<file path="config.mk">
export PLATFORM = sky130hd
export DESIGN_NAME = id_ex_operand_stage
export DESIGN_NICKNAME = d
export VERILOG_FILES = /design/src/rtl/id_ex_operand_stage.sv
export SDC_FILE = /design/constraint.sdc
export NUM_CORES = 1
export LEC_CHECK = 0
export ABC_CLOCK_PERIOD_IN_PS = 2200
export CAP_MARGIN = 15
export CORE_ASPECT_RATIO = 0.8
export CORE_MARGIN = 3
export CORE_UTILIZATION = 42
export CTS_CLUSTER_DIAMETER = 80
export DETAILED_ROUTE_END_ITERATION = 7
export PLACE_DENSITY = 0.92
export SKIP_LAST_GASP = 1
export SLEW_MARGIN = 5
export SYNTH_ARGS = -nofsm -noshare
export SYNTH_HDL_FRONTEND = slang
export SYNTH_SLANG_ARGS = --single-unit
</file>
<file path="constraint.sdc">
create_clock -name clk -period 2.2 [get_ports clk]
set_input_delay 0.44 -clock clk [delete_from_list [all_inputs] [get_ports clk]]
set_output_delay 0.44 -clock clk [all_outputs]
set_load 0.02 [all_outputs]
</file>
<file path="src/rtl/id_ex_operand_stage.sv">
`default_nettype none
// ============================================================================
// id_ex_operand_stage : ID/EX register with EX/MEM operand forwarding and
//                       load-use bubble insertion.            Revision: 1.0
// ============================================================================
module id_ex_operand_stage #(
  parameter int addr_width_p = 6,
  parameter int op_width_p   = 8
) (
  input  logic                    clk,
  input  logic                    reset_n,
  input  logic                    id_valid_i,
  input  logic [op_width_p-1:0]   id_op_i,
  input  logic [addr_width_p-1:0] id_rs_addr_i,
  input  logic [addr_width_p-1:0] id_rd_addr_i,
  input  logic                    id_rs_used_i,
  input  logic                    id_rd_used_i,
  input  logic                    id_wen_i,
  input  logic                    id_is_load_i,
  input  logic [31:0]             rf_rs_val_i,
  input  logic [31:0]             rf_rd_val_i,
  input  logic [31:0]             ex_result_i,
  input  logic                    mem_wen_i,
  input  logic [addr_width_p-1:0] mem_addr_i,
  input  logic [31:0]             mem_data_i,
  input  logic                    stall_i,
  input  logic                    flush_i,
  output logic                    stall_o,
  output logic                    ex_valid_o,
  output logic [op_width_p-1:0]   ex_op_o,
  output logic [31:0]             ex_rs_val_o,
  output logic [31:0]             ex_rd_val_o,
  output logic [addr_width_p-1:0] ex_waddr_o,
  output logic                    ex_wen_o,
  output logic                    ex_is_load_o
);

  logic                    r_valid;
  logic [op_width_p-1:0]   r_op;
  logic [31:0]             r_rs_val;
  logic [31:0]             r_rd_val;
  logic [addr_width_p-1:0] r_waddr;
  logic                    r_wen;
  logic                    r_is_load;

  logic                    w_ex_fwd_ok;
  logic                    w_ex_load;
  logic                    w_rs_hit_ex;
  logic                    w_rd_hit_ex;
  logic                    w_rs_hit_mem;
  logic                    w_rd_hit_mem;
  logic [31:0]             w_rs_val;
  logic [31:0]             w_rd_val;
  logic                    w_load_use;

  // A load in EX has no result yet; it can only be consumed after a bubble.
  assign w_ex_fwd_ok  = r_valid & r_wen & ~r_is_load;
  assign w_ex_load    = r_valid & r_wen & r_is_load;

  assign w_rs_hit_ex  = w_ex_fwd_ok & (r_waddr == id_rs_addr_i);
  assign w_rd_hit_ex  = w_ex_fwd_ok & (r_waddr == id_rd_addr_i);
  assign w_rs_hit_mem = mem_wen_i & (mem_addr_i == id_rs_addr_i);
  assign w_rd_hit_mem = mem_wen_i & (mem_addr_i == id_rd_addr_i);

  always_comb begin
    w_rs_val = rf_rs_val_i;
    if (w_rs_hit_ex)       w_rs_val = ex_result_i;
    else if (w_rs_hit_mem) w_rs_val = mem_data_i;
  end

  always_comb begin
    w_rd_val = rf_rd_val_i;
    if (w_rd_hit_ex)       w_rd_val = ex_result_i;
    else if (w_rd_hit_mem) w_rd_val = mem_data_i;
  end

  assign w_load_use = w_ex_load & id_valid_i &
                      ((id_rs_used_i & (r_waddr == id_rs_addr_i)) |
                       (id_rd_used_i & (r_waddr == id_rd_addr_i)));

  assign stall_o = (w_load_use | stall_i) & ~flush_i;

  always_ff @(posedge clk or negedge reset_n) begin
    if (!reset_n) begin
      r_valid   <= 1'b0;
      r_op      <= '0;
      r_rs_val  <= '0;
      r_rd_val  <= '0;
      r_waddr   <= '0;
      r_wen     <= 1'b0;
      r_is_load <= 1'b0;
    end else if (flush_i || (!stall_i && w_load_use)) begin
      r_valid   <= 1'b0;
      r_wen     <= 1'b0;
      r_is_load <= 1'b0;
    end else if (!stall_i) begin
      r_valid   <= id_valid_i;
      r_op      <= id_op_i;
      r_rs_val  <= w_rs_val;
      r_rd_val  <= w_rd_val;
      r_waddr   <= id_rd_addr_i;
      r_wen     <= id_wen_i & id_valid_i;
      r_is_load <= id_is_load_i & id_valid_i;
    end
  end

  assign ex_valid_o   = r_valid;
  assign ex_op_o      = r_op;
  assign ex_rs_val_o  = r_rs_val;
  assign ex_rd_val_o  = r_rd_val;
  assign ex_waddr_o   = r_waddr;
  assign ex_wen_o     = r_wen;
  assign ex_is_load_o = r_is_load;

endmodule
`default_nettype wire

</file>
==> flow_metrics.tcl <==
set metrics [dict create \
    slowest_stage "clkdlybuf4s50_1" \
    grt_pass1_wl_mm 32.83 \
    final_area_um2 8947 \
    postSynthCellCount 530 \
    start_util_pct 44.19 \
    root_buffer "clkbuf_16" \
    dr.pass1.iters 5 \
    rsz0062_at_grt "yes" \
    antenna_left 0 \
    placed_area_um2 8050 \
    synth-edff-count 0 \
    clk_pin_slew_ns 0.06 \
    critPathKind "in2reg" \
    cts.sinks 81 \
    synth_area_leaders "dfrtp_1 (39%), a32oi_1 (11%), mux2_1 (8.6%)" \
    layout_min_cycle_time_ns 2.246 \
    cp_top_family "buffers and inverters" \
    startpoint_type "primary input" \
    avgRoutedWirePerCell_um 24.91 \
    critPathMaxStageDelay_ns 0.53 \
    viasPerCell 6.489 \
    io_buffer_count 245 \
    track_usage_pct 30.09 \
    status "complete, but fails checks" \
    detailed_place_hpwl_mm 15.58 \
    instances_no_fill 949 \
    cp_max_fo 24 \
    cp_num_cells 7 \
    end_kind "flop" \
    max_freq_mhz 445.3 \
    cap_viol_max_count 0 \
    use_met3_pct 9.777 \
    synthSimpleGateAreaFrac_pct 15.30 \
    dieWidth_um 130.7 \
    relSlewSlack_pct 70.19 \
    synth-seq-area-share_pct 38.79 \
    dr_total_vias 6158 \
    htree_levels 3 \
    cts_buffer_depth 2 \
    power_density_nw_per_um2 615.6 \
    final_nets 960 \
    ys_warn_count 0 \
    synthFlopType "dfrtp_1" \
    core_um2 11820 \
    critical_path_arrival_ns 2.52 \
    synthXorXnorAreaFrac_pct 4.023 \
    syn_area_per_cell_um2 9.859 \
    preCtsSetupSlack_ns -0.6491 \
    grt_max_degree 43 \
    crit_path_cell_trace "clkdlybuf4s50_1, xnor2_2, nand3_4, buf_6, or4_1, a32oi_1, mux2_4" \
    synth_nets 694 \
    yosys.cell_types.count 29 \
    min_path_type "in2async" \
    grtUsageMet1_pct 35.73 \
    fin_util_pct 75.67 \
    final_hold_viol_count 0 \
    drt_wl_total_mm 23.64 \
    ir_worst_vdd_uv 446.3 \
    yosysTopAreaCell "dfrtp_1" \
    setup_viol_count_final 51 \
    cp_num_buf_inv 2 \
    synthMuxAreaShare_pct 17.39 \
    first_iter_violations 696 \
    r2r_cells 8 \
    worst_pin_slew_ns 0.4471 \
    ys_async_sr_fraction_pct 100.0 \
    grt-ovfl-total 0 \
    fin_skew_ns 0.007371 \
    fill_cells 773 \
    n_antenna_cell 0 \
    die_y_um 105.8 \
    cts_tree "done" \
    synth-seq-cells 81 \
    placed_cells 917 \
    die_area_um2 13820 \
    synth_adder_area_share_pct 0 \
    period_share_pct 102.1 \
    cts-buffers-inserted 9 \
    synth_top_family_by_area "compound AO/OA/AOI/OAI gates" \
    fin_setup_tns_ns -0.8141 \
    synth_top_area_share_pct 38.79 \
    drive_gt1_share_pct 22.35 \
    setup_slack_ns -0.04580 \
    drc 0 \
    syn_to_final_growth_pct 71.24 \
    syn-cell-area_um2 5225 \
    p_leak_nw 3.617 \
    ios 246 \
    place_congestion 0.8781 \
    antenna_found_initial 0 \
    grt_pass1_vias 6257 \
    required_ns 2.47 \
    met2_usage_pct 48.98 \
    busiest_layer "met2" \
    synth_compound_area_share_pct 17.55 \
    slew_violations 0 \
    num_rows 35 \
    clock_latency_ns 0.33 \
    violations "negative setup slack" \
]
## cells in the final DEF, fill, tap and decap left out, drive strengths merged
| cell | synthesis | routed |
|---|---|---|
| and4 | 1 | 1 |
| nand3b | 1 | 1 |
| and3 | 1 | 1 |
| dfrtp | 81 | 81 |
| clkinvlp | 0 | 3 |
| or4 | 32 | 32 |
| buf | 23 | 61 |
| or3 | 2 | 2 |
| nor2 | 36 | 36 |
| inv | 2 | 2 |
| xnor2 | 18 | 18 |
| o21ai | 68 | 68 |
| dlymetal6s2s | 0 | 5 |
| or4b | 2 | 2 |
| nand4 | 3 | 3 |
| a32oi | 64 | 64 |
| a31oi | 1 | 1 |
| clkdlybuf4s50 | 0 | 225 |
| xor2 | 6 | 6 |
| clkbuf | 35 | 19 |
| dlygate4sd3 | 0 | 1 |
| dlygate4sd2 | 0 | 13 |
| nand3 | 34 | 34 |
| or2 | 1 | 2 |
| a311o | 1 | 1 |
| mux2 | 78 | 78 |
| bufinv | 0 | 1 |
| nor4b | 1 | 1 |
| nand2 | 39 | 39 |
## where the power goes
part,switching (mW),leakage [nW],internal [mW]
clock network,0.615,0.135,0.912
logic,0.960,2.53,1.15
registers,0.156,0.954,1.72
## registers in the layout (all words and copies together), names as in the netlist
name          cells
ex_valid_o        1
ex_wen_o          1
ex_op_o           8
ex_rd_val_o      32
ex_is_load_o      1
ex_rs_val_o      32
ex_waddr_o        6
## cells by family (layout without fill, tap and decap cells)
family,Yosys count,count (layout)
xor+xnor,24,24
simple gates,153,154
compound gates,134,134
buf+inv,60,330
mux,78,78
flops,81,81
## path summary, 6_finish.rpt
kind,start,to,slack [ns]
setup / recovery,mem_addr_i[4],ex_rs_val_o[15],-0.05
hold / removal,reset_n,ex_op_o[5],0.48
setup reg to reg,ex_waddr_o[4],ex_rd_val_o[30],-0.04
hold reg to reg,ex_rs_val_o[9],ex_rs_val_o[9],0.50
max in group asynchronous,reset_n,ex_rd_val_o[18],1.06
min in group clk,id_rd_addr_i[0],ex_waddr_o[0],0.49
## metal layers
layer,wire length (um),vias up,part of all wire (%)
met2,11150,569,47
met3,2672,123,11
li1,-,2558,-
met4,1179,0,5.0
met1,8637,2908,37
met5,0,-,0
## synthesized netlist by cell type (2+ instances only)
| cell type | instances |
|---|---|
| inv_1 | 2 |
| nand4_1 | 3 |
| nand2_1 | 39 |
| o21ai_0 | 3 |
| nor2_1 | 35 |
| o21ai_1 | 65 |
| nand3_1 | 34 |
| buf_2 | 5 |
| dfrtp_1 | 81 |
| xnor2_1 | 18 |
| mux2_1 | 40 |
| xor2_1 | 6 |
| mux2_2 | 30 |
| or4_1 | 32 |
| clkbuf_1 | 35 |
| buf_6 | 17 |
| mux2_4 | 8 |
| a32oi_1 | 64 |
| or4b_4 | 2 |
| or3_1 | 2 |
## layout make-up
| cell class | instances | area, um2 | area share [%] |
|---|---|---|---|
| clock inverter | 4 | 52.55 | 0.5873 |
| inverter | 2 | 7.507 | 0.08390 |
| tap | 148 | 185.2 | 2.070 |
| timing repair buffer | 312 | 3274 | 36.60 |
| clock buffer | 12 | 246.5 | 2.755 |
| sequential | 81 | 2029 | 22.68 |
| multi-input combinational | 390 | 3152 | 35.23 |
## per-stage QoR
step	power [mW]	hold slack, ns
detailed placement	3.746	0.2763
floorplan	2.672	0.1444
CTS	5.281	0.4615
global route	5.702	0.4836
finish	5.508	0.4783
global placement	3.679	0.2737
## timing repair
action,in CTS,in global routing
hold endpoints to repair,7,0
hold buffers,1,0
cloned,0,11
pin swaps,11,13
endpoints found under the setup margin,79,79
gates resized for setup,24,72
buffers inserted,1,3
## worst reg2reg max path, cell delays in order, from the launching register on
cell	delay, ns
dfrtp_1	0.42
xnor2_1	0.18
nand4_1	0.25
nor2_4	0.20
buf_4	0.13
a311o_2	0.22
buf_12	0.18
clkbuf_16	0.19
mux2_2	0.34
No activity file was read; power rests on OpenSTA's default activity.
